==> config.mk <==
export PLATFORM = sky130hd
export DESIGN_NAME = vedic_divider_flat
export DESIGN_NICKNAME = d
export VERILOG_FILES = /design/src/rtl/vedic_div_pkg.sv /design/src/rtl/vedic_divider_if.sv /design/src/rtl/vedic_div_step.sv /design/src/rtl/vedic_divider.sv /design/src/flat_wrapper.sv
export SDC_FILE = /design/constraint.sdc
export NUM_CORES = 1
export LEC_CHECK = 0
export ABC_AREA = 1
export CAP_MARGIN = 25
export CORE_ASPECT_RATIO = 0.8
export CORE_MARGIN = 4
export CORE_UTILIZATION = 35
export DETAILED_ROUTE_END_ITERATION = 16
export GPL_ROUTABILITY_DRIVEN = 0
export PLACE_DENSITY = 0.61
export SYNTH_ARGS = -nofsm -noshare
export SYNTH_HDL_FRONTEND = slang
export SYNTH_SLANG_ARGS = --single-unit
==> constraint.sdc <==
create_clock -name clk -period 1.7 [get_ports clk]
set_clock_uncertainty 0.2 [all_clocks]
set_input_delay 0.255 -clock clk [delete_from_list [all_inputs] [get_ports clk]]
set_output_delay 0.255 -clock clk [all_outputs]
set_load 0.01 [all_outputs]
==> src/rtl/vedic_div_pkg.sv <==
// Shared types and helpers for the iterative restoring divider.
package vedic_div_pkg;

  typedef enum logic [1:0] {
    IDLE = 2'd0,
    BUSY = 2'd1,
    DONE = 2'd2
  } state_t;

  localparam int unsigned DEFAULT_WIDTH = 8;
  localparam int unsigned DEFAULT_CNT_W = $clog2(DEFAULT_WIDTH);

  // Iteration counter width for a given operand width; it must hold WIDTH-1.
  function automatic int unsigned cnt_width(input int unsigned w);
    return (w < 2) ? 1 : $clog2(w);
  endfunction

endpackage

==> src/rtl/vedic_divider_if.sv <==
// Operand/result handshake bundle for vedic_divider.
interface vedic_divider_if #(
  parameter int unsigned WIDTH = 8
);
  logic             in_valid;
  logic             in_ready;
  logic [WIDTH-1:0] dividend;
  logic [WIDTH-1:0] divisor;
  logic             out_valid;
  logic             out_ready;
  logic [WIDTH-1:0] quotient;
  logic [WIDTH-1:0] remainder;
  logic             div_by_zero;

  modport master (
    output in_valid, dividend, divisor, out_ready,
    input  in_ready, out_valid, quotient, remainder, div_by_zero
  );

  modport slave (
    input  in_valid, dividend, divisor, out_ready,
    output in_ready, out_valid, quotient, remainder, div_by_zero
  );
endinterface

==> src/rtl/vedic_div_step.sv <==
// One radix-2 restoring step: shift in the next dividend bit, subtract the
// divisor if it fits. The shifted partial remainder is WIDTH+1 bits so the
// compare never overflows; the stored remainder always fits in WIDTH bits.
module vedic_div_step
  import vedic_div_pkg::*;
#(
  parameter int unsigned WIDTH = 8
) (
  input  logic [WIDTH-1:0] r_i,
  input  logic             bit_i,
  input  logic [WIDTH-1:0] divisor_i,
  output logic [WIDTH-1:0] r_o,
  output logic             q_bit_o
);

  logic [WIDTH:0]   shifted;
  logic [WIDTH-1:0] diff;

  // Compare and conditional subtract; diff is only used when it is exact.
  always_comb begin
    shifted = {r_i, bit_i};
    diff    = shifted[WIDTH-1:0] - divisor_i;
    q_bit_o = (shifted >= {1'b0, divisor_i});
    r_o     = q_bit_o ? diff : shifted[WIDTH-1:0];
  end

endmodule

==> src/rtl/vedic_divider.sv <==
// Iterative radix-2 restoring unsigned divider with valid/ready handshakes.
// Optional build macro: VEDIC_DIV_ZERO_SHORTCUT_EN -- a zero divisor skips
// the iterations and reports the all-ones/dividend result immediately.
module vedic_divider
  import vedic_div_pkg::*;
#(
  parameter int unsigned WIDTH = 8
) (
  input  logic            clk,
  input  logic            rst_n,
  vedic_divider_if.slave  bus
);

  localparam int unsigned CNT_W = cnt_width(WIDTH);

  state_t           state_q, state_d;
  logic [CNT_W-1:0] cnt_q, cnt_d;
  logic [WIDTH-1:0] a_q, a_d;
  logic [WIDTH-1:0] b_q, b_d;
  logic [WIDTH-1:0] q_q, q_d;
  logic [WIDTH-1:0] r_q, r_d;
  logic             dz_q, dz_d;
  logic             in_ready_q, in_ready_d;
  logic             out_valid_q, out_valid_d;

  logic [WIDTH-1:0] step_r;
  logic             step_q;

  vedic_div_step #(
    .WIDTH (WIDTH)
  ) u_step (
    .r_i       (r_q),
    .bit_i     (a_q[WIDTH-1]),
    .divisor_i (b_q),
    .r_o       (step_r),
    .q_bit_o   (step_q)
  );

  // State register.
  always_ff @(posedge clk or negedge rst_n) begin
    if (!rst_n) state_q <= IDLE;
    else        state_q <= state_d;
  end

  // Next-state logic; in_ready is high throughout IDLE so in_valid accepts.
  always_comb begin
    state_d = state_q;
    case (state_q)
      IDLE: begin
        if (bus.in_valid) begin
`ifdef VEDIC_DIV_ZERO_SHORTCUT_EN
          state_d = (bus.divisor == '0) ? DONE : BUSY;
`else
          state_d = BUSY;
`endif
        end
      end
      BUSY:    if (cnt_q == '0) state_d = DONE;
      DONE:    if (bus.out_ready) state_d = IDLE;
      default: state_d = IDLE;
    endcase
  end

  // Datapath and handshake next values.
  always_comb begin
    cnt_d       = cnt_q;
    a_d         = a_q;
    b_d         = b_q;
    q_d         = q_q;
    r_d         = r_q;
    dz_d        = dz_q;
    in_ready_d  = (state_d == IDLE);
    out_valid_d = (state_d == DONE);
    case (state_q)
      IDLE: begin
        if (bus.in_valid) begin
          a_d   = bus.dividend;
          b_d   = bus.divisor;
          q_d   = '0;
          r_d   = '0;
          cnt_d = CNT_W'(WIDTH - 1);
          dz_d  = (bus.divisor == '0);
`ifdef VEDIC_DIV_ZERO_SHORTCUT_EN
          if (bus.divisor == '0) begin
            q_d = '1;
            r_d = bus.dividend;
          end
`endif
        end
      end
      BUSY: begin
        a_d = {a_q[WIDTH-2:0], 1'b0};
        q_d = {q_q[WIDTH-2:0], step_q};
        r_d = step_r;
        if (cnt_q != '0) cnt_d = cnt_q - CNT_W'(1);
      end
      default: ;
    endcase
  end

  // Datapath and handshake registers.
  always_ff @(posedge clk or negedge rst_n) begin
    if (!rst_n) begin
      cnt_q       <= '0;
      a_q         <= '0;
      b_q         <= '0;
      q_q         <= '0;
      r_q         <= '0;
      dz_q        <= 1'b0;
      in_ready_q  <= 1'b1;
      out_valid_q <= 1'b0;
    end else begin
      cnt_q       <= cnt_d;
      a_q         <= a_d;
      b_q         <= b_d;
      q_q         <= q_d;
      r_q         <= r_d;
      dz_q        <= dz_d;
      in_ready_q  <= in_ready_d;
      out_valid_q <= out_valid_d;
    end
  end

  assign bus.in_ready    = in_ready_q;
  assign bus.out_valid   = out_valid_q;
  assign bus.quotient    = q_q;
  assign bus.remainder   = r_q;
  assign bus.div_by_zero = dz_q;

endmodule

==> src/flat_wrapper.sv <==
// flat-port wrapper written by rule: the top's interface ports become plain ports
module vedic_divider_flat import vedic_div_pkg::*;
#(
  parameter int unsigned WIDTH = 8
)
  (clk, rst_n, bus_in_valid, bus_dividend, bus_divisor, bus_out_ready, bus_in_ready, bus_out_valid, bus_quotient, bus_remainder, bus_div_by_zero);
  vedic_divider_if #(.WIDTH(WIDTH)) bus_i ();
  input  logic clk;
  input  logic rst_n;
  input wire logic [$bits(bus_i.in_valid)-1:0] bus_in_valid;
  input wire logic [$bits(bus_i.dividend)-1:0] bus_dividend;
  input wire logic [$bits(bus_i.divisor)-1:0] bus_divisor;
  input wire logic [$bits(bus_i.out_ready)-1:0] bus_out_ready;
  output wire logic [$bits(bus_i.in_ready)-1:0] bus_in_ready;
  output wire logic [$bits(bus_i.out_valid)-1:0] bus_out_valid;
  output wire logic [$bits(bus_i.quotient)-1:0] bus_quotient;
  output wire logic [$bits(bus_i.remainder)-1:0] bus_remainder;
  output wire logic [$bits(bus_i.div_by_zero)-1:0] bus_div_by_zero;
  assign bus_i.in_valid = bus_in_valid;
  assign bus_i.dividend = bus_dividend;
  assign bus_i.divisor = bus_divisor;
  assign bus_i.out_ready = bus_out_ready;
  assign bus_in_ready = bus_i.in_ready;
  assign bus_out_valid = bus_i.out_valid;
  assign bus_quotient = bus_i.quotient;
  assign bus_remainder = bus_i.remainder;
  assign bus_div_by_zero = bus_i.div_by_zero;
  vedic_divider #(.WIDTH(WIDTH)) u_core (.clk(clk), .rst_n(rst_n), .bus(bus_i));
endmodule
# Word-level counts from Yosys, hierarchy flattened
# Index checks and enable logic that the tools add are counted.
[classes]
magnitude_cmp = 1
reduce_logical = 9
eq_ne = 5
addsub = 2
mux = 13
[ops]
columns = ["cell", "count"]
rows = [
  ["$pmux W8 S2", 3],
  ["$mux W8", 3],
  ["$ge A9 B8 Y1", 1],
  ["$logic_not A8 Y1", 1],
  ["$sub A8 B8 Y8", 1],
  ["$mux W2", 3],
  ["$mux W3", 2],
  ["$pmux W2 S3", 1],
  ["$pmux W3 S2", 1],
  ["$eq A2 B2 Y1 const B", 2],
  ["$logic_not A2 Y1", 2],
  ["$reduce_and A2 Y1", 2],
  ["$logic_not A3 Y1", 1],
  ["$reduce_and A3 Y1", 1],
  ["$reduce_bool A3 Y1", 1],
  ["$sub A3 B1 Y3 const B", 1],
  ["$eq A2 B1 Y1 const B", 1],
  ["$ne A2 B1 Y1 const B", 1],
  ["$ne A2 B2 Y1 const B", 1],
  ["$reduce_bool A2 Y1", 1],
]
[word_totals]
elab_cells = 39
reg_bits = 40
input_bits = 20

# Longest topological paths before layout
[logic_depth]
depth_word = 4
mapped_depth = 12

# Modules after synthesis
# From an unflattened synthesis, not the netlist that was laid out.
[unflattened]
cells_unflattened = 315
hier_area_um2 = 2392.3
[modules_own_cells]
columns = ["mod", "instances", "cells_each", "area_each_um2"]
rows = [
  ["vedic_divider", 1, 206, 1740.4],
  ["vedic_div_step", 1, 109, 651.9],
]

# Worst setup path before layout
# No wires, ideal clock.
[synth_timing]
kind = "register to register"
from = "register u_core.r_q[3], in the netlist u_core.bus.remainder[3]"
to = "register u_core.r_q[7], in the netlist u_core.bus.remainder[7]"
n_path_buf = 0
slack_ns = -0.173
required_ns = 1.383
setup_ns = 0.117
stages_incl_launch_ff = 10
t_arrival_ns = 1.556
synth_period_minus_slack_ns = 1.873
path_cell_list = "dfrtp_1 -> ha_1 -> a21oi_1 -> nand2_1 -> nand2_1 -> nand4_2 -> nand2_1 -> nand2_1 -> nand2_1 -> nand2_1"
[synth_via]
elab_chain_len = 3
word_cells_on_any_way = 4
cone_classes = "add/sub (1); order compare (1); mux (2)"
[synth_lines]
columns = ["element", "line_no", "source"]
rows = [
  ["start: declaration", "vedic_divider.sv:21", "logic [WIDTH-1:0] r_q, r_d;"],
  ["start signal: assignment", "vedic_divider.sv:117", "r_q <= r_d;"],
  ["$sub A8 B8 Y8 / $ge A9 B8 Y1 (equally long branches)", "vedic_div_step.sv:22, vedic_div_step.sv:23", ""],
  ["$mux W8 (*)", "vedic_div_step.sv:24", "r_o = q_bit_o ? diff : shifted[WIDTH-1:0];"],
  ["$pmux W8 S2 (*)", "vedic_divider.sv:74", "case (state_q)"],
]
# Mark *: on every way between the ends. The rest lies on a longest branch, timed or not.
# A chain may end at the register's enable or synchronous reset.

# Final worst setup path
[layout_timing]
from = "register u_core.r_q[5], in the netlist u_core.bus.remainder[5]"
to = "register u_core.r_q[6], in the netlist u_core.bus.remainder[6]"
# Same word-level chain as after synthesis.

==> impl.org <==
** Status
- The flow ran to the end, but the final reports show violations.
- Violated checks :: negative setup slack

** Timing
- Maximum clock frequency :: 547 MHz
- Final setup fails :: 9
- Pins over their slew limit :: 0
- Setup repair after global routing missed its margin :: yes
- Worst hold slack across all endpoints :: 0.252 ns
- In the finished design, the share of the clock period the worst path needs comes to 107%.
- Hold Fails Final Rpt :: 0
- For the pin with the worst max-slew slack, the measured transition is 0.355 ns.
- Sum of negative setup slack :: -0.905 ns
- The worst pin sits at a relative slew slack of 76.1%.
- Final critical-path setup slack :: -0.127 ns
- Shortest clock period the worst path allows after layout :: 1.83 ns

** Setup path
- Data arrives at the worst endpoint at 1.80 ns.
- In this run the critical register-to-register path is launched from u_core.bus.remainder[5]$_DFFE_PN0P_.
- For this run, the slowest stage of the critical path takes 0.43 ns.
- In this run the number of cells on the critical path is 8.
- Number of cells on the worst reg-to-reg path :: 8
- Counting both buffers and inverters, the worst setup path holds a total of 0.
- Cell with the largest stage delay on the worst path :: sky130_fd_sc_hd__dfrtp_2
- Most repeated library cell on the critical path :: sky130_fd_sc_hd__nand2_1
- Traced cell by cell, the critical path runs through ha_4 -> nand2_1 -> nor2_4 -> nand3_4 -> nand4_4 -> nand2_1 -> nand3_1 -> nand2_1.
- CP delay by family, top :: simple AND/OR/NAND/NOR gates
- Worst Path Required :: 1.68 ns
- The critical path is of the reg -> reg type.
- Maximum fanout along the worst path :: 5
- Category of the worst setup path launch point :: register
- For flop-to-flop paths, the worst setup slack is -0.13 ns.
- The worst register-to-register path ends at u_core.bus.remainder[6]$_DFFE_PN0P_.
- Setup crit end kind :: register

** CTS
- At the later pin of the worst-skew pair, clock insertion delay measures 0.29 ns.
- Clock buffers created by TritonCTS :: 5
- After clock tree synthesis, the clock-pin slew on the worst setup and hold paths is 0.09 ns.
- TritonCTS built the clock tree.
- Number of H-tree branching levels :: 2
- In this run the clock root is driven by a sky130_fd_sc_hd__clkbuf_8.
- The clock net in this run drives a total of 40 sinks.
- No sink is reached through more buffers than the 2 on the longest clock path.

** Global routing
- Maximum number of pins on one net before global-route repair :: 25
- The number of global-route vias before repair is 2114.
- Global-route wire length before repair :: 10500 um
- The number of antenna violations at the first check in global routing came to 0.
- Grt ovf :: 0
- GRT Total Usage :: 16.9%

** Synthesis
- The cell area that synthesis handed to floorplanning was 0.00222 mm^2.
- The largest total area in the synthesized netlist belongs to sky130_fd_sc_hd__dfrtp_1.
- The share of the Yosys chip area taken by registers is 45.2%.
- Most used standard cells in the synthesized netlist :: sky130_fd_sc_hd__nand2_1 (79), sky130_fd_sc_hd__dfrtp_1 (39), sky130_fd_sc_hd__inv_1 (35)
- Number of synthesized flops with an enable pin :: 0
- Post-Synthesis Net Count :: 304
- Synthesis inferred 40 register bits.
- Per-instance average area after synthesis :: 8.12 um^2
- For this run, the number of Yosys warnings is 0.
- Most common cell in the netlist :: sky130_fd_sc_hd__nand2_1
- Synthesis handed over a netlist of 273 instances.
- In this run the biggest area consumer among cell types represents 44.0% of the synthesized area.
- In the synthesized netlist the dominant register cell turns out to be sky130_fd_sc_hd__dfrtp_1.
- Of all flip-flops after synthesis, the portion carrying an async set or reset was 100%.
- Number of library cell types mapped by synthesis :: 34
- In the post-synthesis netlist, the biggest area contributors are sky130_fd_sc_hd__dfrtp_1 (44%), sky130_fd_sc_hd__nand2_1 (13%), sky130_fd_sc_hd__inv_1 (5.9%).

** Pwr
- VDD sags by at most 0.977 mV.
- Tot Pwr :: 8.24 mW
- Static Leakage :: 1.64 nW
- In this run the power density over the cells is 2420 mW/mm^2.

** Route
- For this run, the detailed router's first-pass iteration total came to 4.
- Count of vias placed by the detailed router :: 2079
- Average detailed-routed wire length per instance :: 14.1 um
- Dividing the detail-routed via count by the number of cells gives 4.76.
- Antenna-violating nets left :: 0
- For this run, design rule violations remaining after detail routing come to 0.
- The final layout contains routed wiring with a total length of 6180 um.
- The first routing iteration left 119 violations.

** Die
- The floorplan step set the die width to 97.0 um.
- Number of top-level pins :: 39
- The floorplan has 25 rows.
- Core area :: 0.00604 mm^2
- The die covers 0.00768 mm^2.
- Starting density of the core :: 36.7%
- Die Y-Extent :: 79.2 um

** Place
- After detailed placement, the total cell area comes to 0.00305 mm^2.
- Detailed-placement wirelength estimate :: 4560 um
- Count of port buffers added during placement :: 38

** Final layout
- After routing the design area is 0.00340 mm^2.
- Final-stage net count :: 386
- Antenna diode count :: 0
- Compared with the post-synthesis result, the final layout area differs by 53.6%.
- Fraction of final layout cells sized beyond drive strength 1 :: 32.6%

** Job
- The tool flagged a number of max-cap violations equal to 0.

** Min path
- The tightest min-delay check is of the in -> async type.
[stage by stage]
stage,cells,utilization (%),worst slack (ns)
floorplan,273,-,0.00143
global placement,422,50.5,-0.185
detailed placement,422,50.5,-0.212
CTS,434,55.3,-0.131
global route,437,56.4,-0.227
finish,437,56.4,-0.127
[how the worst max path moves through the flow]
stage                                                      to                                 from  slack [ns]
after floorplan           u_core.bus.remainder[7]$_DFFE_PN0P_  u_core.bus.remainder[5]$_DFFE_PN0P_       0.001
after global placement    u_core.bus.remainder[7]$_DFFE_PN0P_            u_core.b_q[4]$_DFFE_PN0P_       -0.19
after detailed placement  u_core.bus.remainder[7]$_DFFE_PN0P_            u_core.b_q[4]$_DFFE_PN0P_       -0.21
after CTS                 u_core.bus.remainder[6]$_DFFE_PN0P_  u_core.bus.remainder[3]$_DFFE_PN0P_       -0.13
after global routing      u_core.bus.remainder[3]$_DFFE_PN0P_            u_core.b_q[4]$_DFFE_PN0P_       -0.23
final                     u_core.bus.remainder[6]$_DFFE_PN0P_  u_core.bus.remainder[5]$_DFFE_PN0P_       -0.13
[worst reg2reg max path, delay by kind of cell (launching register included)]
kind                     cells  cell delay (ns)
flip-flops                   1             0.43
adder cells (fa/ha/maj)      1             0.32
AND/OR/NAND/NOR              7             0.78
[repair_timing]
action / 4_1_cts / 5_1_grt
pin swaps: 20 / 17
resized for setup: 46 / 15
hold buffers: 1 / 0
gates cloned: 1 / 0
endpoints found under the setup margin: 18 / 14
setup buffers: 2 / 3
hold endpoints to repair: 39 / 0
[report_power, final]
part	internal, mW	switching (mW)	total [mW]
Clock	0.481	0.351	0.831
Sequential	1.43	0.278	1.70
Combinational	2.66	3.05	5.71
Total	4.57	3.68	8.24
[layout make-up]
cell class | instances | area, um^2
multi-input combinational | 189 | 1300
tap | 81 | 101
clock buffer | 6 | 82.6
timing repair buffer | 79 | 713
clock inverter | 2 | 38.8
sequential | 40 | 1010
fill | 540 | 2630
inverter | 40 | 158
[state kept, by name (all words and copies together) (netlist names)]
signal / flops
u_core.bus.out_valid: 1
u_core.bus.quotient: 8
u_core.bus.remainder: 8
u_core.bus.in_ready: 1
u_core.cnt_q: 3
u_core.a_q: 8
u_core.state_q: 2
u_core.bus.div_by_zero: 1
u_core.b_q: 8
[cells in the final DEF (no fill, tap or decap), types with 3 or more instances in the layout]
master	n
sky130_fd_sc_hd__a21oi_1	7
sky130_fd_sc_hd__a21oi_4	3
sky130_fd_sc_hd__buf_4	37
sky130_fd_sc_hd__clkbuf_8	6
sky130_fd_sc_hd__clkdlybuf4s50_1	24
sky130_fd_sc_hd__dfrtp_1	33
sky130_fd_sc_hd__dfrtp_2	6
sky130_fd_sc_hd__dlygate4sd2_1	9
sky130_fd_sc_hd__dlymetal6s2s_1	4
sky130_fd_sc_hd__ha_4	7
sky130_fd_sc_hd__inv_1	27
sky130_fd_sc_hd__inv_2	11
sky130_fd_sc_hd__nand2_1	64
sky130_fd_sc_hd__nand2_2	12
sky130_fd_sc_hd__nand2_4	4
sky130_fd_sc_hd__nand3_1	10
sky130_fd_sc_hd__nand3_2	6
sky130_fd_sc_hd__nand3b_1	5
sky130_fd_sc_hd__nand4_1	3
sky130_fd_sc_hd__nor2_1	18
sky130_fd_sc_hd__nor2_4	7
sky130_fd_sc_hd__o21ai_0	14
sky130_fd_sc_hd__o22ai_1	7
[per-layer routing]
metal / share of wire (%) / track usage, % / vias up / wire, um
li1: - / - / 1051 / -
met1: 50 / 23.3 / 966 / 3110
met2: 44 / 27.3 / 58 / 2730
met3: 4.9 / 3.78 / 4 / 303
met4: 0.57 / 3.51 / 0 / 35
met5: 0 / 0 / - / 0
[kinds of logic after synthesis]
kind of cell / count (synthesis) / share of synthesized area [%]
buffers and inverters: 45 / 8.92
flip-flops: 40 / 45.2
XOR/XNOR: 3 / 1.19
AND/OR/NAND/NOR: 136 / 28.1
AO/OA/AOI/OAI: 38 / 9.99
adder cells (fa/ha/maj): 11 / 6.55
Note: power is estimated with default switching activity, not from simulation.
